**src/rtl/exmem_skid_register.sv**
```systemverilog
// EX/MEM pipeline boundary register: valid/ready handshake with a one-entry skid slot
// so the memory stage can stall execute without a combinational ready path.
module exmem_skid_register #(
  parameter int DATA_W = 32,
  parameter int REG_AW = 4
) (
  input  logic              clk,
  input  logic              rst,
  input  logic              flush,
  input  logic              in_valid,
  output logic              in_ready,
  input  logic              wb_en_in,
  input  logic              mem_r_en_in,
  input  logic              mem_w_en_in,
  input  logic [DATA_W-1:0] alu_result_in,
  input  logic [DATA_W-1:0] st_val_in,
  input  logic [REG_AW-1:0] dest_in,
  output logic              out_valid,
  input  logic              out_ready,
  output logic              wb_en,
  output logic              mem_r_en,
  output logic              mem_w_en,
  output logic [DATA_W-1:0] alu_result,
  output logic [DATA_W-1:0] st_val,
  output logic [REG_AW-1:0] dest,
  output logic [1:0]        occupancy
);

  // Payload layout: {wb_en, mem_r_en, mem_w_en, alu_result, st_val, dest}
  localparam int PW = 3 + 2 * DATA_W + REG_AW;

  logic          main_valid_q, main_valid_d;
  logic          skid_valid_q, skid_valid_d;
  logic [PW-1:0] main_pl_q, main_pl_d;
  logic [PW-1:0] skid_pl_q, skid_pl_d;
  logic          in_ready_q, in_ready_d;
  logic [1:0]    occupancy_q, occupancy_d;

  logic [PW-1:0] in_pl;
  logic          accept;
  logic          pop;
  logic          main_wb, main_rd, main_wr;

  assign in_pl  = {wb_en_in, mem_r_en_in, mem_w_en_in, alu_result_in, st_val_in, dest_in};
  assign accept = in_valid & in_ready_q;
  assign pop    = main_valid_q & out_ready;

  always_comb begin
    main_valid_d = main_valid_q;
    skid_valid_d = skid_valid_q;
    main_pl_d    = main_pl_q;
    skid_pl_d    = skid_pl_q;

    if (flush) begin
      // Drop everything, including a same-cycle input; only control bits are scrubbed.
      main_valid_d           = 1'b0;
      skid_valid_d           = 1'b0;
      main_pl_d[PW-1 -: 3]   = 3'b000;
      skid_pl_d[PW-1 -: 3]   = 3'b000;
    end else if (skid_valid_q) begin
      if (pop) begin
        main_pl_d    = skid_pl_q;
        skid_valid_d = 1'b0;
      end
    end else if (main_valid_q) begin
      if (accept && pop) begin
        main_pl_d = in_pl;
      end else if (accept) begin
        skid_pl_d    = in_pl;
        skid_valid_d = 1'b1;
      end else if (pop) begin
        main_valid_d = 1'b0;
      end
    end else if (accept) begin
      main_pl_d    = in_pl;
      main_valid_d = 1'b1;
    end

    // Ready is computed from next-state so it is a plain flop output.
    in_ready_d  = ~skid_valid_d;
    occupancy_d = {1'b0, main_valid_d} + {1'b0, skid_valid_d};
  end

  always_ff @(posedge clk or posedge rst) begin
    if (rst) begin
      main_valid_q <= 1'b0;
      skid_valid_q <= 1'b0;
      main_pl_q    <= '0;
      skid_pl_q    <= '0;
      in_ready_q   <= 1'b1;
      occupancy_q  <= 2'd0;
    end else begin
      main_valid_q <= main_valid_d;
      skid_valid_q <= skid_valid_d;
      main_pl_q    <= main_pl_d;
      skid_pl_q    <= skid_pl_d;
      in_ready_q   <= in_ready_d;
      occupancy_q  <= occupancy_d;
    end
  end

  assign {main_wb, main_rd, main_wr, alu_result, st_val, dest} = main_pl_q;

  // A bubble must never write the register file or memory.
  assign wb_en     = main_wb & main_valid_q;
  assign mem_r_en  = main_rd & main_valid_q;
  assign mem_w_en  = main_wr & main_valid_q;
  assign out_valid = main_valid_q;
  assign in_ready  = in_ready_q;
  assign occupancy = occupancy_q;

endmodule
```
**config.mk**
```make
export PLATFORM = sky130hd
export DESIGN_NAME = exmem_skid_register
export DESIGN_NICKNAME = d
export VERILOG_FILES = /design/src/rtl/exmem_skid_register.sv
export SDC_FILE = /design/constraint.sdc
export NUM_CORES = 1
export LEC_CHECK = 0
export CAP_MARGIN = 20
export CORE_MARGIN = 10
export CORE_UTILIZATION = 55
export CTS_BUF_LIST = sky130_fd_sc_hd__clkbuf_4 sky130_fd_sc_hd__clkbuf_8 sky130_fd_sc_hd__clkbuf_16
export DETAILED_ROUTE_END_ITERATION = 16
export GPL_TIMING_DRIVEN = 1
export PLACE_DENSITY = 0.86
export SLEW_MARGIN = 20
export SYNTH_ARGS = -nofsm -noshare
export SYNTH_HDL_FRONTEND = slang
export SYNTH_SLANG_ARGS = --single-unit
```
**constraint.sdc**
```tcl
create_clock -name clk -period 14.3 [get_ports clk]
set_input_delay 2.86 -clock clk [delete_from_list [all_inputs] [get_ports clk]]
set_output_delay 2.86 -clock clk [all_outputs]
set_load 0.03 [all_outputs]
```
==> flow_summary.json <==
{
  "run_status": "finished clean",
  "clock-skew-final_ns": 0.0101,
  "cts-hold-fix-buffers": 0,
  "rsz0062_at_grt": "false",
  "post-cts-setup-buffer-count": 0,
  "postLayoutSetupSlackWorst_ns": 9.55,
  "cts_resized": 0,
  "grt_pass1_wl_um": 23800,
  "timing.critical_path.to_type": "register",
  "report.final.hold_viol_count": 0,
  "worst_ir_drop_vdd_v": 0.0000890,
  "routabilityCongestion": 0.728,
  "synth_seq_area_share": 0.533,
  "clkLatencyLatePin_ns": 0.42,
  "synth.most_common_cell": "sky130_fd_sc_hd__mux2_2",
  "synthArstFlopShare": 1.00,
  "drt_iter0_drc": 203,
  "dominant_combinational_cell_family_by_area_after_synthesis": "multiplexers",
  "antenna_found_initial": 0,
  "timing.max_slew.rel_slack": 0.277,
  "post_synth_mux_area_share": 0.338,
  "synth_area_in_adders": 0.00181,
  "floorplan.core_area_mm2": 0.0122,
  "period_minus_slack_ns": 4.75,
  "f_max_mhz": 211,
  "clock_tree_from_tritoncts": "built",
  "grt_start_max_net_pins": 93,
  "nets": 638,
  "syn-cell-area_mm2": 0.00690,
  "preCtsSetupSlack_ns": 9.15,
  "worst_setup_path_start_kind": "primary input",
  "worstReg2RegStart": "skid_valid_q",
  "die_ht_um": 132,
  "clock-root-buffer": "sky130_fd_sc_hd__clkbuf_16",
  "first_global_vias": 4458,
  "cts.htree.levels": 4,
  "seqCellArea_mm2": 0.00368,
  "critPathMaxFanout": 68,
  "global_route.overflow_total": 0,
  "final_layout_size_suffix_gt1_frac": 0.350,
  "setup_tns_ns": 0,
  "dominantRegCellSynth": "sky130_fd_sc_hd__dfrtp_1",
  "dpl.hpwl_um": 9850,
  "cts-root-to-sink-buffers": 2,
  "ios": 151,
  "ratio_of_total_power_to_cell_area_mw_per_mm2": 171,
  "synth_edf_count": 0,
  "num_antenna_cells": 0,
  "synth_top_area_share": 0.530,
  "maxCapViolCount": 0,
  "post-route-cell-area_mm2": 0.00863,
  "grt_util_all_layers": 0.170,
  "fraction_of_the_mapped_netlist_area_in_compound_gates": 0.0131,
  "setup_violations": 0,
  "initial_utilization": 0.567,
  "place_area_mm2": 0.00801,
  "clock_net_sink_count": 147,
  "areaGrowthSynthToFinish_pct": 25.1,
  "timing.final.crit_share": 0.332,
  "fill_cells": 852,
  "synth_simple_gate_area_share": 0.0194,
  "hold_crit_class": "register to register",
  "rows": 40,
  "yosysUniqueCellTypes": 26,
  "wire_per_inst_um": 19.6,
  "numPortBuffers": 150,
  "holdWs_ns": 0.481,
  "synthTopCellsByArea": "sky130_fd_sc_hd__dfrtp_1 53%, sky130_fd_sc_hd__mux2_2 26%, sky130_fd_sc_hd__mux2_1 7.7%",
  "cts.clk_slew.worst_paths_ns": 0.05,
  "drt_drc_violations_left": 0,
  "parity_gate_share_of_the_synthesized_area_counting_xor_and_xnor_cells": 0,
  "die_w_um": 132,
  "route.final.wire_length_um": 14600,
  "synth.top_cells.by_count": "160 x sky130_fd_sc_hd__mux2_2, 146 x sky130_fd_sc_hd__dfrtp_1, 69 x sky130_fd_sc_hd__buf_4",
  "avgSynthCellArea_um2": 14.3,
  "drt_first_pass_iters": 4,
  "crit_type": "primary input to register",
  "synthCells": 481,
  "synth_top_cell_by_area": "sky130_fd_sc_hd__dfrtp_1",
  "route.detailed.vias_per_inst": 5.27,
  "timing_worst_slew_pin_value_ns": 1.08,
  "design_power_total_w": 0.00147,
  "worstPathArrival_ns": 5.04,
  "synth_seq_cells": 147,
  "timing.hold.worst.start": "skid_pl_q[22]",
  "worstSetupStartpoint": "flush",
  "dr_total_vias": 3907,
  "drv_slew": 0,
  "synthesized_nets": 558,
  "number_of_synthesis_warnings": 0,
  "crit_required_ns": 14.59,
  "floorplan.die_area_mm2": 0.0174,
  "multi_input_comb_area_mm2": 0.00257,
  "cts_inserted_buffers": 17,
  "cellLeakagePower_nw": 3.61,
  "antenna_left": 0,
  "rrSetupSlack_ns": 11.31
}
[power by group]
part / switching, W / internal (W)
sequential: 0.0000672 / 0.000533
clock: 0.000171 / 0.000288
combinational: 0.000203 / 0.000211
[area by class of cell]
type	count	share of cell area
timing repair buffer	154	0.178
clock inverter	12	0.0178
inverter	3	0.00188
clock buffer	20	0.0541
sequential	147	0.427
tap	168	0.0243
multi-input combinational	238	0.297
[metal layers]
metal | GRT usage | wire length [µm]
met1 | 0.198 | 6020
met2 | 0.287 | 7430
met3 | 0.0644 | 949
met4 | 0.0470 | 165
met5 | 0 | 0
[metrics by stage]
step | instances | util
3_3_place_gp | 710 | 0.659
2_1_floorplan | 481 | -
6_report | 742 | 0.710
4_1_cts | 742 | 0.710
3_5_place_dp | 710 | 0.659
5_1_grt | 742 | 0.710
[logic make-up after synthesis]
kind of cell,Yosys count
AO/OA/AOI/OAI,12
AND/OR/NAND/NOR,18
adder cells (fa/ha/maj),1
buffers and inverters,96
flip-flops,147
multiplexers,207
[worst max-delay path, stage by stage]
cell	delay, ns
sky130_fd_sc_hd__clkdlybuf4s50_1	0.60
sky130_fd_sc_hd__nor4_4	0.33
sky130_fd_sc_hd__buf_4	0.73
sky130_fd_sc_hd__mux2_2	0.42
[sequential cells by signal (all words and copies together), names as in the netlist]
name,flops
main_pl_q,71
skid_pl_q,71
occupancy,2
in_ready,1
out_valid,1
skid_valid_q,1
[final timing paths]
path / cells after the start / end
worst max-delay path: 4 / main_pl_q[18]
max in group asynchronous: 3 / skid_valid_q
min in group asynchronous: 2 / skid_pl_q[35]
worst min-delay path: 1 / skid_pl_q[22]
worst min register to register: 1 / skid_pl_q[22]
worst max register to register: 4 / main_pl_q[18]
[cells in the final DEF, fill, tap and decap left out, types with 3 or more instances in the layout]
cell / count
sky130_fd_sc_hd__nand2b_1: 3
sky130_fd_sc_hd__nor3_1: 3
sky130_fd_sc_hd__clkbuf_16: 17
sky130_fd_sc_hd__dfrtp_1: 145
sky130_fd_sc_hd__and2_1: 3
sky130_fd_sc_hd__clkdlybuf4s50_1: 150
sky130_fd_sc_hd__clkinvlp_4: 3
sky130_fd_sc_hd__clkbuf_8: 3
sky130_fd_sc_hd__clkinv_2: 3
sky130_fd_sc_hd__a31oi_1: 4
sky130_fd_sc_hd__mux2_1: 47
sky130_fd_sc_hd__nor4_1: 3
sky130_fd_sc_hd__mux2_2: 160
sky130_fd_sc_hd__a22o_1: 3
sky130_fd_sc_hd__bufinv_16: 3
sky130_fd_sc_hd__buf_4: 3
Note: power is estimated with default switching activity, not from simulation.
